[config.mk]
export PLATFORM = sky130hd
export DESIGN_NAME = uart_tx_fifo_flat
export DESIGN_NICKNAME = d
export VERILOG_FILES = /design/src/rtl/uart_tx_fifo_if.sv /design/src/rtl/uart_tx_fifo.sv /design/src/flat_wrapper.sv
export SDC_FILE = /design/constraint.sdc
export NUM_CORES = 1
export LEC_CHECK = 0
export ABC_CLOCK_PERIOD_IN_PS = 3450
export CORE_UTILIZATION = 35
export CTS_CLUSTER_DIAMETER = 30
export DETAILED_ROUTE_END_ITERATION = 8
export PLACE_DENSITY = 0.54
export SYNTH_ARGS = -nofsm -noshare
export SYNTH_HDL_FRONTEND = slang
export SYNTH_SLANG_ARGS = --single-unit
export TNS_END_PERCENT = 10
[constraint.sdc]
create_clock -name clk -period 3.45 [get_ports clk]
set_input_delay 0.5175 -clock clk [delete_from_list [all_inputs] [get_ports clk]]
set_output_delay 0.5175 -clock clk [all_outputs]
set_load 0.01 [all_outputs]
[src/rtl/uart_tx_fifo_if.sv]
// -----------------------------------------------------------------------------
// uart_tx_fifo_if
// Push-side handshake bundle for uart_tx_fifo.
//   tx_valid : producer has a word to push
//   tx_data  : word to push, LSB is the first bit on the line
//   tx_ready : TX FIFO can accept a word this cycle (not full)
// Modports:
//   master : producer side (register/bus interface)
//   slave  : uart_tx_fifo side
// -----------------------------------------------------------------------------
interface uart_tx_fifo_if #(
    parameter int DATA_W = 8
);
    logic              tx_valid;
    logic [DATA_W-1:0] tx_data;
    logic              tx_ready;

    modport master (
        output tx_valid,
        output tx_data,
        input  tx_ready
    );

    modport slave (
        input  tx_valid,
        input  tx_data,
        output tx_ready
    );
endinterface

[src/rtl/uart_tx_fifo.sv]
// -----------------------------------------------------------------------------
// uart_tx_fifo
// UART transmitter with an internal TX FIFO and a 16x-oversample baud divider.
// Words pushed over tx_if are queued, then serialised LSB first on uart_txd as
// start bit, 5..DATA_W data bits, optional parity bit and 1 or 2 stop bits.
// Frame format (dlen, parity, nstop) is captured when a word leaves the FIFO,
// so configuration changes only affect frames that have not yet started.
//
// Ports:
//   clk        : clock, all logic on the rising edge
//   rst        : synchronous active-high reset
//   cfg_div    : baud divider, one sample tick every cfg_div+1 clocks
//   cfg_txen   : allows new frames to start (a running frame always completes)
//   cfg_dlen   : data bits minus 1, clamped to 4..DATA_W-1
//   cfg_parity : 00 none, 01 even, 10 odd, 11 none
//   cfg_nstop  : 0 one stop bit, 1 two stop bits
//   cfg_break  : (UART_TX_BREAK_EN only) hold the line low while idle
//   tx_if      : push handshake (tx_valid / tx_data / tx_ready)
//   tx_busy    : a frame is in progress
//   fifo_level : current FIFO occupancy
//   uart_txd   : registered serial output, idle high
//
// Build option: define UART_TX_BREAK_EN to add the cfg_break input.
// -----------------------------------------------------------------------------
module uart_tx_fifo #(
    parameter int DATA_W     = 8,
    parameter int FIFO_DEPTH = 4,
    parameter int DIV_W      = 16
) (
    input  logic                          clk,
    input  logic                          rst,
    input  logic [DIV_W-1:0]              cfg_div,
    input  logic                          cfg_txen,
    input  logic [3:0]                    cfg_dlen,
    input  logic [1:0]                    cfg_parity,
    input  logic                          cfg_nstop,
`ifdef UART_TX_BREAK_EN
    input  logic                          cfg_break,
`endif
    uart_tx_fifo_if.slave                 tx_if,
    output logic                          tx_busy,
    output logic [$clog2(FIFO_DEPTH):0]   fifo_level,
    output logic                          uart_txd
);
    localparam int         PTR_W    = $clog2(FIFO_DEPTH);
    localparam int         LVL_W    = PTR_W + 1;
    localparam logic [3:0] DLEN_MAX = 4'(DATA_W - 1);

    typedef enum logic [2:0] {
        IDLE,
        START,
        DATA,
        PARITY,
        STOP
    } state_t;

    state_t            state_reg, state_next;

    logic [DATA_W-1:0] mem [FIFO_DEPTH];
    logic [PTR_W-1:0]  wr_ptr_reg, rd_ptr_reg;
    logic [LVL_W-1:0]  level_reg, level_next;

    logic [DIV_W-1:0]  div_cnt_reg, div_cnt_next;
    logic [3:0]        tick_cnt_reg, tick_cnt_next;
    logic [3:0]        bit_cnt_reg, bit_cnt_next;
    logic              stop_cnt_reg, stop_cnt_next;
    logic [DATA_W-1:0] shift_reg, shift_next;
    logic              par_reg, par_next;
    logic [3:0]        dlen_reg, dlen_next;
    logic [1:0]        parity_reg, parity_next;
    logic              nstop_reg, nstop_next;
    logic              txd_reg, txd_next;

    logic              fifo_full;
    logic              push;
    logic              pop;
    logic              tick;
    logic              bit_end;
    logic              parity_en;
    logic              hold_idle;
    logic              idle_level;
    logic [3:0]        dlen_eff;

    // -------------------------------------------------------------------------
    // Optional break: line forced low while idle. The registered copy delays
    // the first pop by one cycle after release so the line shows a high level
    // before any start bit.
    // -------------------------------------------------------------------------
`ifdef UART_TX_BREAK_EN
    logic break_reg;

    always_ff @(posedge clk) begin
        if (rst) begin
            break_reg <= 1'b0;
        end else begin
            break_reg <= cfg_break;
        end
    end

    assign hold_idle  = cfg_break || break_reg;
    assign idle_level = !cfg_break;
`else
    assign hold_idle  = 1'b0;
    assign idle_level = 1'b1;
`endif

    // -------------------------------------------------------------------------
    // FIFO control
    // -------------------------------------------------------------------------
    assign fifo_full      = (level_reg == LVL_W'(FIFO_DEPTH));
    assign tx_if.tx_ready = !fifo_full;
    assign push           = tx_if.tx_valid && !fifo_full;
    assign pop            = (state_reg == IDLE) && cfg_txen &&
                            (level_reg != '0) && !hold_idle;

    always_comb begin
        level_next = level_reg;
        case ({push, pop})
            2'b10:   level_next = level_reg + LVL_W'(1);
            2'b01:   level_next = level_reg - LVL_W'(1);
            default: level_next = level_reg;
        endcase
    end

    // Storage has no reset so it maps onto RAM; the read port is only
    // consumed through shift_reg, which registers it.
    always_ff @(posedge clk) begin
        if (push) begin
            mem[wr_ptr_reg] <= tx_if.tx_data;
        end
    end

    // -------------------------------------------------------------------------
    // Frame format capture helpers
    // -------------------------------------------------------------------------
    always_comb begin
        dlen_eff = cfg_dlen;
        if (cfg_dlen < 4'd4) begin
            dlen_eff = 4'd4;
        end else if (cfg_dlen > DLEN_MAX) begin
            dlen_eff = DLEN_MAX;
        end
    end

    // Parity only for codes 01 and 10; 00 and 11 both mean none.
    assign parity_en = parity_reg[0] ^ parity_reg[1];

    // >= rather than == so a divider lowered mid-frame cannot strand the
    // counter above the new terminal value.
    assign tick    = (div_cnt_reg >= cfg_div);
    assign bit_end = tick && (tick_cnt_reg == 4'hF);

    // -------------------------------------------------------------------------
    // Next-state / datapath
    // -------------------------------------------------------------------------
    always_comb begin
        state_next    = state_reg;
        div_cnt_next  = div_cnt_reg;
        tick_cnt_next = tick_cnt_reg;
        bit_cnt_next  = bit_cnt_reg;
        stop_cnt_next = stop_cnt_reg;
        shift_next    = shift_reg;
        par_next      = par_reg;
        dlen_next     = dlen_reg;
        parity_next   = parity_reg;
        nstop_next    = nstop_reg;

        if (state_reg != IDLE) begin
            if (tick) begin
                div_cnt_next  = '0;
                tick_cnt_next = tick_cnt_reg + 4'd1;
            end else begin
                div_cnt_next  = div_cnt_reg + DIV_W'(1);
            end
        end

        case (state_reg)
            IDLE: begin
                div_cnt_next  = '0;
                tick_cnt_next = '0;
                bit_cnt_next  = '0;
                stop_cnt_next = 1'b0;
                if (pop) begin
                    state_next  = START;
                    shift_next  = mem[rd_ptr_reg];
                    par_next    = 1'b0;
                    dlen_next   = dlen_eff;
                    parity_next = cfg_parity;
                    nstop_next  = cfg_nstop;
                end
            end
            START: begin
                if (bit_end) begin
                    state_next = DATA;
                end
            end
            DATA: begin
                if (bit_end) begin
                    shift_next   = shift_reg >> 1;
                    par_next     = par_reg ^ shift_reg[0];
                    bit_cnt_next = bit_cnt_reg + 4'd1;
                    if (bit_cnt_reg == dlen_reg) begin
                        state_next = parity_en ? PARITY : STOP;
                    end
                end
            end
            PARITY: begin
                if (bit_end) begin
                    state_next = STOP;
                end
            end
            STOP: begin
                if (bit_end) begin
                    if (nstop_reg && !stop_cnt_reg) begin
                        stop_cnt_next = 1'b1;
                    end else begin
                        state_next = IDLE;
                    end
                end
            end
            default: state_next = IDLE;
        endcase
    end

    // Line level follows the current state; the output register adds one
    // clock, which is why a pop at edge T shows the start bit from T+2.
    always_comb begin
        txd_next = 1'b1;
        case (state_reg)
            IDLE:    txd_next = idle_level;
            START:   txd_next = 1'b0;
            DATA:    txd_next = shift_reg[0];
            PARITY:  txd_next = par_reg ^ parity_reg[1];
            STOP:    txd_next = 1'b1;
            default: txd_next = 1'b1;
        endcase
    end

    // -------------------------------------------------------------------------
    // State registers
    // -------------------------------------------------------------------------
    always_ff @(posedge clk) begin
        if (rst) begin
            state_reg    <= IDLE;
            wr_ptr_reg   <= '0;
            rd_ptr_reg   <= '0;
            level_reg    <= '0;
            div_cnt_reg  <= '0;
            tick_cnt_reg <= '0;
            bit_cnt_reg  <= '0;
            stop_cnt_reg <= 1'b0;
            shift_reg    <= '0;
            par_reg      <= 1'b0;
            dlen_reg     <= 4'd4;
            parity_reg   <= 2'b00;
            nstop_reg    <= 1'b0;
            txd_reg      <= 1'b1;
        end else begin
            state_reg    <= state_next;
            level_reg    <= level_next;
            div_cnt_reg  <= div_cnt_next;
            tick_cnt_reg <= tick_cnt_next;
            bit_cnt_reg  <= bit_cnt_next;
            stop_cnt_reg <= stop_cnt_next;
            shift_reg    <= shift_next;
            par_reg      <= par_next;
            dlen_reg     <= dlen_next;
            parity_reg   <= parity_next;
            nstop_reg    <= nstop_next;
            txd_reg      <= txd_next;
            if (push) begin
                wr_ptr_reg <= wr_ptr_reg + PTR_W'(1);
            end
            if (pop) begin
                rd_ptr_reg <= rd_ptr_reg + PTR_W'(1);
            end
        end
    end

    assign tx_busy    = (state_reg != IDLE);
    assign fifo_level = level_reg;
    assign uart_txd   = txd_reg;

endmodule
[src/flat_wrapper.sv]
// flat-port wrapper written by rule: the top's interface ports become plain ports
module uart_tx_fifo_flat 
#(
    parameter int DATA_W     = 8,
    parameter int FIFO_DEPTH = 4,
    parameter int DIV_W      = 16
)
  (clk, rst, cfg_div, cfg_txen, cfg_dlen, cfg_parity, cfg_nstop, tx_busy, fifo_level, uart_txd, tx_if_tx_valid, tx_if_tx_data, tx_if_tx_ready);
  uart_tx_fifo_if #(.DATA_W(DATA_W)) tx_if_i ();
  input  logic clk;
  input  logic rst;
  input  logic [DIV_W-1:0] cfg_div;
  input  logic cfg_txen;
  input  logic [3:0] cfg_dlen;
  input  logic [1:0] cfg_parity;
  input  logic cfg_nstop;
  output logic tx_busy;
  output logic [$clog2(FIFO_DEPTH):0] fifo_level;
  output logic uart_txd;
  input wire logic [$bits(tx_if_i.tx_valid)-1:0] tx_if_tx_valid;
  input wire logic [$bits(tx_if_i.tx_data)-1:0] tx_if_tx_data;
  output wire logic [$bits(tx_if_i.tx_ready)-1:0] tx_if_tx_ready;
  assign tx_if_i.tx_valid = tx_if_tx_valid;
  assign tx_if_i.tx_data = tx_if_tx_data;
  assign tx_if_tx_ready = tx_if_i.tx_ready;
  uart_tx_fifo #(.DATA_W(DATA_W), .FIFO_DEPTH(FIFO_DEPTH), .DIV_W(DIV_W)) u_core (.clk(clk), .rst(rst), .cfg_div(cfg_div), .cfg_txen(cfg_txen), .cfg_dlen(cfg_dlen), .cfg_parity(cfg_parity), .cfg_nstop(cfg_nstop), .tx_if(tx_if_i), .tx_busy(tx_busy), .fifo_level(fifo_level), .uart_txd(uart_txd));
endmodule
==> results_dict.tcl, run 1 <==
set metrics [dict create \
    synth_compound_area_frac 0.0913 \
    syn_nets 444 \
    yosys-top-cells-area "dfxtp_1 (27%), edfxtp_1 (24%), ha_1 (7.4%)" \
    tightest_slew_ns 0.923 \
    ir_drop_uv 336 \
    cts.path.max_buffers 2 \
    numCtsBuffers 9 \
    cp.depth 9 \
    status "finished, final reports clean" \
    max_clock_freq_ghz 0.343 \
    max_slew_margin 0.381 \
    dieArea_um2 12100 \
    cpMostUsedCell "or3_1" \
    fin_nets 488 \
    clock_latency_ns 0.33 \
    min_period_ns 2.92 \
    cp-end-kind "flip-flop" \
    slowest_stage "clkdlybuf4s50_1" \
    track_usage 0.144 \
    clkTransAtPathRegs_ns 0.06 \
    ys_seq_area_frac 0.502 \
    clkPwrFrac 0.304 \
    avgSynthCellArea_um2 10.6 \
    cp_cell_sequence "clkdlybuf4s50_1 > inv_1 > ha_1 > nand4_1 > or3_1 > a311oi_2 > or3_1 > or4b_1 > a21oi_1" \
    ant_nets 0 \
    synth_ff_type "dfxtp_1" \
    synthesis.instances 384 \
    grt_max_degree 22 \
    synth-seq-cells 86 \
    crit_path_max_fanout 5 \
    tns_ns 0 \
    slew_violations 0 \
    grt_antenna_before_repair 0 \
    ctsResizeCount 0 \
    reg2reg_depth 7 \
    die_h_um 110 \
    port_buffers 40 \
    switching_power_uw 980 \
    synth_top_area_frac 0.266 \
    synth-edff-count 32 \
    p_seq_frac 0.419 \
    nFillCells 1087 \
    yosys.area_share.adder 0.0787 \
    synthMuxAreaShare 0.0766 \
    std_cell_rows 39 \
    rsz0062_at_grt "no" \
    dpl.hpwl_um 5650 \
    worstPathArrival_ns 3.18 \
    place_congestion 0.744 \
    drive_gt1_frac 0.0901 \
    hold_depth 1 \
    synth_xor_area_frac 0.0603 \
    cts_sinks 86 \
    pwr_density_cell_nw_per_um2 642 \
    p_int_uw 2210 \
    areaGrowthSynthToFinish_pct 22.0 \
    hold_class "flip-flop to flip-flop" \
    finalSetupViolCount 0 \
    async_flop_share 0 \
    grt_pass1_vias 2770 \
    synth_simple_gate_area_frac 0.149 \
    diodes 0 \
    cts_hold_buf 0 \
    cp_top_family "simple AND/OR/NAND/NOR gates" \
    vias 2832 \
    combinationalPowerShare 0.278 \
    finalHoldViolCount 0 \
    grt_pass1_wl_um 13200 \
    h-tree-depth 3 \
    initial_core_util 0.358 \
    wire_per_inst_um 13.6 \
    dr.first_iter.drc_count 80 \
    syn_area_um2 4070 \
    ios 41 \
    grt-ovfl-total 0 \
    wirelength_um 7840 \
    core-area_um2 11400 \
    final.setup_skew_ns 0.00485 \
    path_buf_inv 2 \
    largest_reg_flops 32 \
    viasPerCell 4.92 \
    p_sw_frac 0.308 \
    critical_path_class "primary input to flip-flop" \
    required_ns 3.71 \
    period_share 0.846 \
    fin_util 0.437 \
    first_pass_iters 4 \
    cts_tree "done" \
    p_leak_uw 0.00190 \
    synthDistinctLibCells 53 \
    cts_setup_buffers 0 \
    critPathMaxStageDelay_ns 0.45 \
    yosysWarnings 0 \
    synth_top_family_by_area "simple AND/OR/NAND/NOR gates" \
    drc_errors 0 \
    synth_area_leader_cell "dfxtp_1" \
    die_w_um 110 \
    critical_path.startpoint_type "primary input" \
    clockRootBuffer "clkbuf_16" \
    max_cap_violations 0 \
]
-- cell type report --
| type | count | area (um2) | area share |
|---|---|---|---|
| clock buffer | 13 | 282 | 0.0567 |
| clock inverter | 3 | 25.0 | 0.00504 |
| inverter | 29 | 109 | 0.0219 |
| multi-input combinational | 255 | 1860 | 0.375 |
| sequential | 86 | 2040 | 0.411 |
| tap | 143 | 179 | 0.0360 |
| timing repair buffer | 47 | 465 | 0.0937 |
-- synth_stat cells (3+ instances only) --
cell	instances
dfxtp_1	54
nor2_1	45
edfxtp_1	32
inv_1	28
ha_1	24
nand2_1	22
a21oi_1	17
xor2_1	15
o21ai_0	13
or3_1	13
xnor2_1	13
mux2i_1	12
clkbuf_1	11
nand3_1	10
and3_1	8
mux4_2	8
nand4_1	5
nor3_1	4
a211oi_1	3
nor2b_1	3
o211ai_1	3
-- cells by family after synthesis --
family	count (synthesis)
multiplexers	21
buffers and inverters	43
XOR/XNOR	28
AND/OR/NAND/NOR	124
flip-flops	86
adder cells (fa/ha/maj)	25
AO/OA/AOI/OAI	57
-- routing by layer --
metal	up-vias	routed length, um	global-route usage
li1	1457	-	-
met1	1317	3800	0.184
met2	48	3600	0.233
met3	10	336	0.0362
met4	0	97	0.0514
met5	-	0	0
-- final timing paths --
kind                                  startpoint                            endpoint  slack (ns)
min reg2reg   u_core.div_cnt_reg[0]$_SDFFE_PP0N_  u_core.div_cnt_reg[0]$_SDFFE_PP0N_        0.46
max                                  cfg_div[13]  u_core.bit_cnt_reg[0]$_SDFFE_PP0P_        0.53
max reg2reg  u_core.div_cnt_reg[13]$_SDFFE_PP0N_  u_core.bit_cnt_reg[0]$_SDFFE_PP0P_        0.84
min           u_core.div_cnt_reg[0]$_SDFFE_PP0N_  u_core.div_cnt_reg[0]$_SDFFE_PP0N_        0.46
-- placed cells by master (no fill, tap or decap), drive strengths merged, types with 5 or more instances in the layout --
cell type | netlist | layout
mux4 | 8 | 8
or3 | 13 | 13
xnor2 | 13 | 13
mux2i | 12 | 12
inv | 29 | 30
a21oi | 17 | 17
ha | 24 | 24
and3 | 8 | 8
clkbuf | 11 | 13
clkdlybuf4s50 | 0 | 40
edfxtp | 32 | 32
xor2 | 15 | 15
buf | 3 | 7
nor2 | 45 | 45
dfxtp | 54 | 54
o21ai | 16 | 16
nor3 | 5 | 5
nand4 | 5 | 5
nand3 | 10 | 10
nand2 | 22 | 22
-- per-stage QoR --
step | power, uW | cells | area (um2) | setup WS, ns | hold slack [ns]
after floorplan | 1940 | 384 | 4070 | 0.743 | 0.425
after global placement | 2240 | 560 | 4660 | 0.234 | 0.443
after detailed placement | 2250 | 560 | 4660 | 0.181 | 0.446
after CTS | 3230 | 576 | 4960 | 0.531 | 0.462
after global routing | 3380 | 576 | 4960 | 0.370 | 0.483
final | 3190 | 576 | 4960 | 0.531 | 0.460
-- power groups by stage --
stage | sequential [uW] | combinational (uW) | clock (uW)
2_1_floorplan | 1300 | 644 | 0
3_3_place_gp | 1350 | 882 | 0
3_5_place_dp | 1360 | 894 | 0
4_1_cts | 1340 | 898 | 998
5_1_grt | 1360 | 983 | 1040
6_report | 1330 | 885 | 967
No activity file was read; power rests on OpenSTA's default activity.
==> run 2, diff against run 1 <==
--- a/config.mk
+++ b/config.mk
@@ -5,11 +5,11 @@
 export SDC_FILE = /design/constraint.sdc
 export NUM_CORES = 1
 export LEC_CHECK = 0
-export ABC_CLOCK_PERIOD_IN_PS = 3450
+export ABC_CLOCK_PERIOD_IN_PS = 2430
 export CORE_UTILIZATION = 35
 export CTS_CLUSTER_DIAMETER = 30
 export DETAILED_ROUTE_END_ITERATION = 8
-export PLACE_DENSITY = 0.54
+export PLACE_DENSITY = 0.56
 export SYNTH_ARGS = -nofsm -noshare
 export SYNTH_HDL_FRONTEND = slang
 export SYNTH_SLANG_ARGS = --single-unit
==> constraint.sdc (replaced) <==
create_clock -name clk -period 2.43 [get_ports clk]
set_input_delay 0.3645 -clock clk [delete_from_list [all_inputs] [get_ports clk]]
set_output_delay 0.3645 -clock clk [all_outputs]
set_load 0.01 [all_outputs]
==> run 2 against run 1 <==
Compared with the run above: die area stayed put; core utilization rose by 4.1 points; via count is 5.4% higher; register-to-register slack worse by 0.77 ns; flip-flop and latch count is the same; design area rose by 9.5%; setup slack worse by 0.46 ns; combinational power increased by 73%; first-iteration DRC count grew 36%; critical path depth is 1 lower; critical endpoint is now u_core.state_reg[1]$_SDFFE_PP0P_; largest cell class is now multi-input combinational cells; highest routed layer unchanged.
==> results_dict.tcl, run 2 (synthesized netlist as in run 1, its figures left out) <==
set metrics [dict create \
    drive_gt1_frac 0.246 \
    grt_pass1_vias 2932 \
    cts_hold_buf 0 \
    grt_antenna_before_repair 0 \
    track_usage 0.150 \
    cp_cell_sequence "ha_4 > nand4_1 > nor2_1 > or4_4 > or3_4 > buf_6 > o211a_1 > o32ai_2" \
    max_cap_violations 0 \
    diodes 0 \
    fin_nets 515 \
    hold_class "flip-flop to flip-flop" \
    cts.path.max_buffers 2 \
    std_cell_rows 39 \
    path_buf_inv 1 \
    cp.depth 8 \
    instances_no_fill 603 \
    crit_path_max_fanout 6 \
    critical_path_class "flip-flop to flip-flop" \
    nFillCells 1071 \
    max_slew_margin 0.595 \
    finalHoldViolCount 0 \
    cts_tree "done" \
    finalSetupViolCount 0 \
    clockRootBuffer "clkbuf_16" \
    reg2reg_depth 8 \
    viasPerCell 4.95 \
    clkTransAtPathRegs_ns 0.06 \
    place_congestion 0.778 \
    wirelength_um 8510 \
    worstPathArrival_ns 2.62 \
    multi_input_area_um2 2120 \
    numCtsBuffers 9 \
    grt_pass1_wl_um 13700 \
    ant_nets 0 \
    grt_max_degree 21 \
    pwr_density_cell_nw_per_um2 884 \
    largest_reg_flops 32 \
    p_leak_uw 0.00207 \
    dieArea_um2 12100 \
    final_common_cell "dfxtp_1" \
    slowest_stage "or4_4" \
    grt-ovfl-total 0 \
    slew_violations 0 \
    cts_sinks 86 \
    dp_cells 581 \
    status "finished, final reports clean" \
    finalWorstSetupSlack_ns 0.0672 \
    rsz0062_at_grt "yes" \
    ir_drop_uv 489 \
    critical_path.startpoint_type "flip-flop" \
    tightest_slew_ns 0.608 \
    min_period_ns 2.36 \
    wire_per_inst_um 14.1 \
    core-area_um2 11400 \
    hold_depth 1 \
    vias 2985 \
    h-tree-depth 3 \
    first_pass_iters 4 \
    cp-end-kind "flip-flop" \
    ios 41 \
    clock_latency_ns 0.34 \
    final.setup_skew_ns 0.00671 \
    power_uw 4800 \
    cp_top_family "simple AND/OR/NAND/NOR gates" \
    regArea_um2 2050 \
    mostFrequentLayoutCells "dfxtp_1 (48), nor2_1 (43), edfxtp_1 (32)" \
    fin_util 0.478 \
    areaGrowthSynthToFinish_pct 33.5 \
    die_w_um 110 \
    port_buffers 40 \
    period_share 0.972 \
    place_ws_ns -0.555 \
    initial_core_util 0.358 \
    required_ns 2.68 \
    dpl.hpwl_um 5920 \
    critPathMaxStageDelay_ns 0.53 \
    drc_errors 0 \
    die_h_um 110 \
    max_clock_freq_ghz 0.423 \
    dr.first_iter.drc_count 109 \
]
run 2: cell types whose count changed in the layout (fill, tap and decap cells not counted), sizes merged:
cell,before,now
buf,7,34
clkinvlp,1,2
clkdlybuf4s50,40,31
dlygate4sd2,0,9
bufinv,0,1
clkbuf,13,9
inv,30,32
run 2: power breakdown:
group,internal [uW],leakage (uW),switching (uW)
combinational,751,0.00119,779
sequential,1710,0.000735,163
clock,810,0.000144,589
run 2: metal layers:
| metal | wire [um] | share of wire | track usage | up-vias |
|---|---|---|---|---|
| met1 | 3960 | 0.47 | 0.189 | 1430 |
| met4 | 119 | 0.014 | 0.0590 | 0 |
| li1 | - | - | - | 1510 |
| met5 | 0 | 0 | 0 | - |
| met2 | 4180 | 0.49 | 0.245 | 35 |
| met3 | 249 | 0.029 | 0.0368 | 10 |
run 2: per-stage QoR:
step	hold slack, ns	instance area [um2]	TNS (ns)
global route	0.500	5430	-0.0928
finish	0.462	5430	0
CTS	0.462	5340	0
global placement	0.444	4820	-14.78
floorplan	0.425	4090	-0.0138
detailed placement	0.450	4820	-16.37
run 2: path summary, 6_finish.rpt:
check,end,slack (ns),startpoint
worst min register to register,u_core.div_cnt_reg[0]$_SDFFE_PP0N_,0.46,u_core.div_cnt_reg[0]$_SDFFE_PP0N_
worst max-delay path,u_core.state_reg[1]$_SDFFE_PP0P_,0.07,u_core.div_cnt_reg[13]$_SDFFE_PP0N_
worst max register to register,u_core.state_reg[1]$_SDFFE_PP0P_,0.07,u_core.div_cnt_reg[13]$_SDFFE_PP0N_
worst min-delay path,u_core.div_cnt_reg[0]$_SDFFE_PP0N_,0.46,u_core.div_cnt_reg[0]$_SDFFE_PP0N_
run 2: area by class of cell:
class / count / share of cell area
inverters: 29 / 0.0200
multi-input cells: 255 / 0.391
well taps: 143 / 0.0329
clock inverters: 7 / 0.0147
flip-flops and latches: 86 / 0.377
clock buffers: 9 / 0.0414
repair buffers: 74 / 0.123
run 2: worst register-to-register path: stages (launching register included):
cell and delay, ns:
dfxtp_2 0.34, ha_4 0.23, nand4_1 0.13, nor2_1 0.07, or4_4 0.53, or3_4 0.44, buf_6 0.14, o211a_1 0.21
o32ai_2 0.19
run 2: timing repair:
action                     4_1_cts  5_1_grt
resized for setup               47       23
cloned                           0        1
buffers inserted                 5        0
pin swaps                       22       11
setup endpoints to repair       33       22
